--- config.mk ---
export PLATFORM = sky130hd
export DESIGN_NAME = demux_stream
export DESIGN_NICKNAME = d
export VERILOG_FILES = /design/src/rtl/demux_stream.sv
export SDC_FILE = /design/constraint.sdc
export NUM_CORES = 1
export LEC_CHECK = 0
export ABC_CLOCK_PERIOD_IN_PS = 1700
export BUFFER_PORTS_ARGS = -buffer_cell sky130_fd_sc_hd__buf_4
export CORE_ASPECT_RATIO = 0.7
export CORE_MARGIN = 4
export CORE_UTILIZATION = 30
export CTS_BUF_LIST = sky130_fd_sc_hd__clkbuf_8
export CTS_CLUSTER_SIZE = 40
export DETAILED_ROUTE_END_ITERATION = 10
export PLACE_DENSITY = 0.6
export SYNTH_ARGS = -nofsm -noshare
export SYNTH_HDL_FRONTEND = slang
export SYNTH_SLANG_ARGS = --single-unit
--- constraint.sdc ---
create_clock -name clk -period 1.7 [get_ports clk]
set_input_delay 0.34 -clock clk [delete_from_list [all_inputs] [get_ports clk]]
set_output_delay 0.34 -clock clk [all_outputs]
set_load 0.01 [all_outputs]
--- src/rtl/demux_stream.sv ---
// demux_stream -- registered 1-to-CHANNELS stream demultiplexer.
//
// One producer feeds CHANNELS consumers through a one-word holding register
// per channel. A word goes to channel in_sel, or to every channel when
// in_bcast is set (all-or-nothing: a broadcast waits until every channel
// can take it). Each channel refills on the same edge it drains, so a
// consumer holding out_ready=1 sees one word per cycle.
//
// Optional feature macro: DEMUX_BADSEL_EN
//   defined   : err port present; a unicast word with in_sel >= CHANNELS is
//               accepted, dropped, and sets the sticky err flag until rst.
//   undefined : no err port; an out-of-range in_sel holds in_ready low.
//
// Ports
//   clk        rising-edge clock
//   rst        synchronous active-high reset
//   in_valid   producer has a word
//   in_ready   word is accepted this cycle (independent of in_valid)
//   in_data    input word (WIDTH)
//   in_sel     target channel index (SEL_W)
//   in_bcast   write the word to every channel, in_sel ignored
//   out_valid  per-channel holding register is full (CHANNELS)
//   out_ready  per-channel consumer takes the word (CHANNELS)
//   out_data   channel k at bits [k*WIDTH +: WIDTH]
//   err        sticky bad-select flag (DEMUX_BADSEL_EN only)

// Per-channel holding register.
module demux_stream_chan #(
  parameter int WIDTH = 2
) (
  input  logic             clk,
  input  logic             rst,
  input  logic             load,
  input  logic [WIDTH-1:0] din,
  input  logic             ready,
  output logic             full,
  output logic [WIDTH-1:0] data,
  output logic             can_take
);
  // Free now, or being emptied on this same edge.
  assign can_take = !full || ready;

  always_ff @(posedge clk) begin
    if (rst) begin
      full <= 1'b0;
      data <= '0;
    end else if (load) begin
      // Load wins over a simultaneous drain: the new word replaces the old.
      full <= 1'b1;
      data <= din;
    end else if (ready) begin
      // Data is kept after a drain; only the full flag drops.
      full <= 1'b0;
    end
  end
endmodule

module demux_stream #(
  parameter int WIDTH    = 2,
  parameter int CHANNELS = 4
) (
  input  logic                        clk,
  input  logic                        rst,
  input  logic                        in_valid,
  output logic                        in_ready,
  input  logic [WIDTH-1:0]            in_data,
  input  logic [$clog2(CHANNELS)-1:0] in_sel,
  input  logic                        in_bcast,
  output logic [CHANNELS-1:0]         out_valid,
  input  logic [CHANNELS-1:0]         out_ready,
  output logic [CHANNELS*WIDTH-1:0]   out_data
`ifdef DEMUX_BADSEL_EN
  ,
  output logic                        err
`endif
);
  localparam int SEL_W = $clog2(CHANNELS);
  localparam int PAD   = 1 << SEL_W;

  logic [CHANNELS-1:0]            can_take;
  logic [PAD-1:0]                 can_take_pad;
  logic [CHANNELS-1:0]            load;
  logic [CHANNELS-1:0][WIDTH-1:0] ch_data;
  logic                           sel_ok;
  logic                           accept;

  // Only a non-power-of-two channel count can see an out-of-range select.
  generate
    if (PAD == CHANNELS) begin : g_pow2
      assign sel_ok = 1'b1;
    end else begin : g_npow2
      assign sel_ok = (in_sel < SEL_W'(CHANNELS));
    end
  endgenerate

  // Zero-padded so in_sel can index it over its full range.
  assign can_take_pad = PAD'(can_take);

  always_comb begin
    in_ready = 1'b0;
    if (in_bcast)
      in_ready = &can_take;
    else if (sel_ok)
      in_ready = can_take_pad[in_sel];
    else begin
`ifdef DEMUX_BADSEL_EN
      in_ready = 1'b1;   // swallow the word, flag it below
`else
      in_ready = 1'b0;   // stall until the producer fixes in_sel
`endif
    end
  end

  assign accept = in_valid && in_ready;

  genvar k;
  generate
    for (k = 0; k < CHANNELS; k++) begin : g_ch
      assign load[k] = accept && (in_bcast || (sel_ok && (in_sel == SEL_W'(k))));

      demux_stream_chan #(.WIDTH(WIDTH)) u_chan (
        .clk      (clk),
        .rst      (rst),
        .load     (load[k]),
        .din      (in_data),
        .ready    (out_ready[k]),
        .full     (out_valid[k]),
        .data     (ch_data[k]),
        .can_take (can_take[k])
      );
    end
  endgenerate

  assign out_data = ch_data;

`ifdef DEMUX_BADSEL_EN
  always_ff @(posedge clk) begin
    if (rst)
      err <= 1'b0;
    else if (accept && !in_bcast && !sel_ok)
      err <= 1'b1;
  end
`endif
endmodule
# Word level (Yosys, flattened, before mapping)
# Index checks and enable logic that the tools add are counted.
# word_totals
ff_bits,12
in_bits,12
output_inout_bits,13
# op_classes
n_lt_le_gt_ge,1
eq_ne,3
muxes,11
reduce_logical,23
# op_table
op,n
$mux W1,10
$logic_or A1 B1 Y1,8
$reduce_bool A2 Y1,4
$logic_and A1 B1 Y1,5
$eq A2 B2 Y1 const B,2
$logic_not A1 Y1,4
$reduce_and A4 Y1,1
$lt A2 B3 Y1 const B,1
$bmux W1 S2,1
$eq A2 B1 Y1 const B,1
$logic_not A2 Y1,1

# Depth between registers and ports, before layout
# depth
word_depth,8
depth_mapped,4
ltp_nobuf,4

# Hierarchy
# From an unflattened synthesis, not the netlist that was laid out.
# hier_totals
cells_unflattened,56
hier_area_um2,560.5
# modules_own_cells
module,n_inst,cells_each,area_per_inst_um2,seq_area_each_um2
demux_stream_chan,4,10,110.1,60.1
demux_stream,1,16,120.1,0.0

# Least setup slack after synthesis
# Ideal clock, no wire load.
# synth_timing
path_type,input-to-output
from,in in_bcast
to,out in_ready
t_arrival_ns,1.124
setup_slack_ns,0.236
path_stages,3
path_buffers,0
path_cell_list,o21bai_4 > a221oi_4 > and3_1
# synth_via
elab_chain_cells,1
# synth_rtl
element,line_no,rtl
start: declaration,68,"input logic in_bcast,"
$mux W1,101,if (in_bcast)
end: declaration,65,"output logic in_ready,"
# No other way between the ends.

# Worst setup path in the final report
# layout_timing
from,reg g_ch[2].u_chan.full
to,out in_ready
# layout_via
elab_chain_cells,5
word_cells_on_any_way,6
cone_classes,mux (3); reduce/logical (3)
# layout_rtl
element,line_no,rtl
start: declaration,36,"output logic full,"
start signal: assignment,45,full <= 1'b0;
start signal: assignment,49,full <= 1'b1;
start signal: assignment,53,full <= 1'b0;
$logic_not A1 Y1 (*),41,assign can_take = !full || ready;
$logic_or A1 B1 Y1 (*),41,
$bmux W1 S2,104,in_ready = can_take_pad[in_sel];
$mux W1 (implied by the code),104,
$mux W1 (*),101,
# Mark *: on every way between the ends. The rest lies on a longest branch, timed or not. The select of a mux whose other input is x is not followed.

==> metrics.csv <==
metric;value;unit
status;finished clean;
number of global-route vias before repair;511;
num rows;13;
IO Port Bufs;24;
Internal;0.6179;mW
most frequent cells in the layout;buf_4 (27), nand2b_1 (14), dfxtp_1 (12), mux2i_1 (8);
P&R area growth vs syn;39.89;%
sequential fraction of the synthesis area;0.3664;
WL per Instance;11.65;um
Die Wd;63.88;um
RSZ-0062 raised after global routing;no;
Area after DPL;862.1;sq um
cells after synthesis;63;
Syn Area/Cell;10.41;sq um
initial core utilization;0.3331;
Post-Syn Nets;75;
Final min period;1.624;ns
commonest non-fill, non-tap cell in the layout;buf_4;
Inserted Clock Buffers;3;
Net Sw Power;0.2068;mW
CP Capture Type;output pin;
CTS tree;yes;
CP peak stage delay;0.32;ns
cts repair resizes;0;
Setup-failing EPs final;0;
Flop pwr share;0.389;
startpoint types;flip-flop;
Synth Area in Adders;0;
Max VDD drop;0.0005467;V
via density per instance;4.504;
DR iter-0 viols;21;
worst-path fanout max;3;
DRT Wirelength;1386;um
largest family of logic cells by synthesized area;simple AND/OR/NAND/NOR gates;
Die Ht;47.12;um
Vias;536;
slew margin rel.;0.7918;
Worst-path clk slew;0.06;ns
hold_buf cts;0;
period utilisation layout;0.9553;
Hold WC Path Type;input pin to flip-flop;
Data required, critical path;1.36;ns
io pins;25;
Arrival @ worst endpoint;1.28;ns
initial antenna violation count;0;
htree depth;1;
clock root cell;clkbuf_8;
worst skew pair latency;0.24;ns
busiest layer in global routing;met2;
Post-CTS Setup Repair Bufs;0;
gr ovfl total;0;
CTS Buffer Depth;2;
leakage;0.4062;nW
Pre-antenna DRT Iters;4;
M2 GR Usage;0.1520;
MaxCap Viol Count;0;
Max Clock Skew;0.003629;ns
largest net degree at the start of global routing;15;
Clock Sinks;12;
kind of critical path;flip-flop to output pin;
max frequency;615.7;MHz
pwr/cell area;899.2;mW/mm^2
Syn Std Cell Area;655.6;sq um
Final ANT Viol Nets;0;
Compound-Gate Fraction of Synth Area;0.2214;
Max Slew Vio Count;0;
final instance area;917.1;sq um
Clk pwr share;0.378;
Simple-Gate Fraction of Synth Area;0.2328;
M1 GR Usage;0.1284;
first-pass GRT wire length;2283;um
GR Util All Layers;0.1014;
final hold viol count;0;
cell chain of the critical path;and4bb_2, a221oi_4, and3_1, buf_4;
NumNets Final;102;
met3 usage;0.06220;
Core Box Area;0.001968;sq mm
layout cells sized above 1;0.4382;
final setup TNS;0;ns
combinational power share;0.233;
XOR/XNOR share of the synthesized area;0;
DR DRC count;0;
Slew @ Worst Pin;0.3124;ns
Routability Congestion;0.7196;
mux contribution to synthesized area;0.1221;
library cells used by synthesis;21;
slowest stage cell, crit path;dfxtp_1;
n_diodes;0;
Die Footprint;0.003009;sq mm
switching fraction of total power;0.2508;
HPWL Detailed;1087;um
post-synthesis register bit count;12;
Ys Warns;0;
==> final cells by class <==
class | count | area, sq um
flip-flops and latches | 12 | 240.2
multi-input cells | 45 | 377.9
clock buffers | 4 | 55.05
well taps | 30 | 37.54
fillers | 197 | 1051
inverters | 1 | 3.754
repair buffers | 27 | 202.7
==> stage by stage <==
| step | setup WS [ns] | hold slack [ns] | utilization | instances | total power [mW] |
|---|---|---|---|---|---|
| 2_1_floorplan | 0.2362 | 0.4540 | - | 63 | 0.4417 |
| 3_3_place_gp | 0.1090 | 0.4645 | 0.4380 | 115 | 0.5201 |
| 3_5_place_dp | 0.1085 | 0.4666 | 0.4380 | 115 | 0.5209 |
| 4_1_cts | 0.05904 | 0.3484 | 0.4660 | 119 | 0.8439 |
| 5_1_grt | 0.01649 | 0.3649 | 0.4660 | 119 | 0.8741 |
| 6_report | 0.07595 | 0.3466 | 0.4660 | 119 | 0.8247 |
==> synth_stat cells, drive strengths merged <==
cell type / number / area, sq um
o21ai: 1 / 5.000
nor2b: 4 / 25.02
o221ai: 2 / 30.03
a21oi: 4 / 20.02
o211ai: 1 / 12.51
nand2b: 14 / 87.58
o21ba: 1 / 10.01
o21bai: 1 / 18.77
dfxtp: 12 / 240.2
o2111a: 1 / 11.26
and2: 1 / 6.260
a221oi: 1 / 26.28
o221a: 1 / 11.26
clkbuf: 1 / 3.750
and3: 1 / 6.260
inv: 1 / 3.750
and2b: 1 / 7.510
buf: 4 / 30.03
mux2i: 8 / 80.08
nand2: 2 / 7.510
and4bb: 1 / 12.51
==> path summary, 6_finish.rpt <==
path	startpoint	end	slack, ns	cells after the start
worst max-delay path	g_ch[2].u_chan.full	in_ready	0.08	4
worst max register to register	g_ch[1].u_chan.full	g_ch[3].u_chan.data[0]	0.29	5
worst min-delay path	rst	g_ch[0].u_chan.full	0.35	2
worst min register to register	g_ch[1].u_chan.data[0]	g_ch[1].u_chan.data[0]	0.47	2
==> layer usage <==
metal	vias up	part of all wire
met1	238	0.48
met4	0	0
li1	272	-
met3	0	0.12
met2	26	0.39
met5	-	0
==> worst max-delay path, delay by kind of cell (launching register included) <==
kind                   cells  cell delay [ns]
buffers and inverters      1             0.11
AND/OR/NAND/NOR            2             0.43
flip-flops                 1             0.32
AO/OA/AOI/OAI              1             0.19
==> logic make-up (layout without fill, tap and decap cells) <==
group,count (synthesis),count (layout)
flops,12,12
mux,8,8
simple gates,24,24
compound gates,13,13
buf+inv,6,32
==> sequential cells by signal, summed over array words and instances, names as in the netlist <==
register	count
g_ch.u_chan.full	4
g_ch.u_chan.data	8
==> power by group through the flow <==
stage | sequential [mW] | combinational [mW] | clock (mW)
after global placement | 0.327 | 0.194 | 0
after detailed placement | 0.326 | 0.195 | 0
after CTS | 0.321 | 0.195 | 0.328
final | 0.321 | 0.192 | 0.312
after global routing | 0.325 | 0.210 | 0.340
after floorplan | 0.332 | 0.109 | 0
Power figures use the tool's default switching activity.
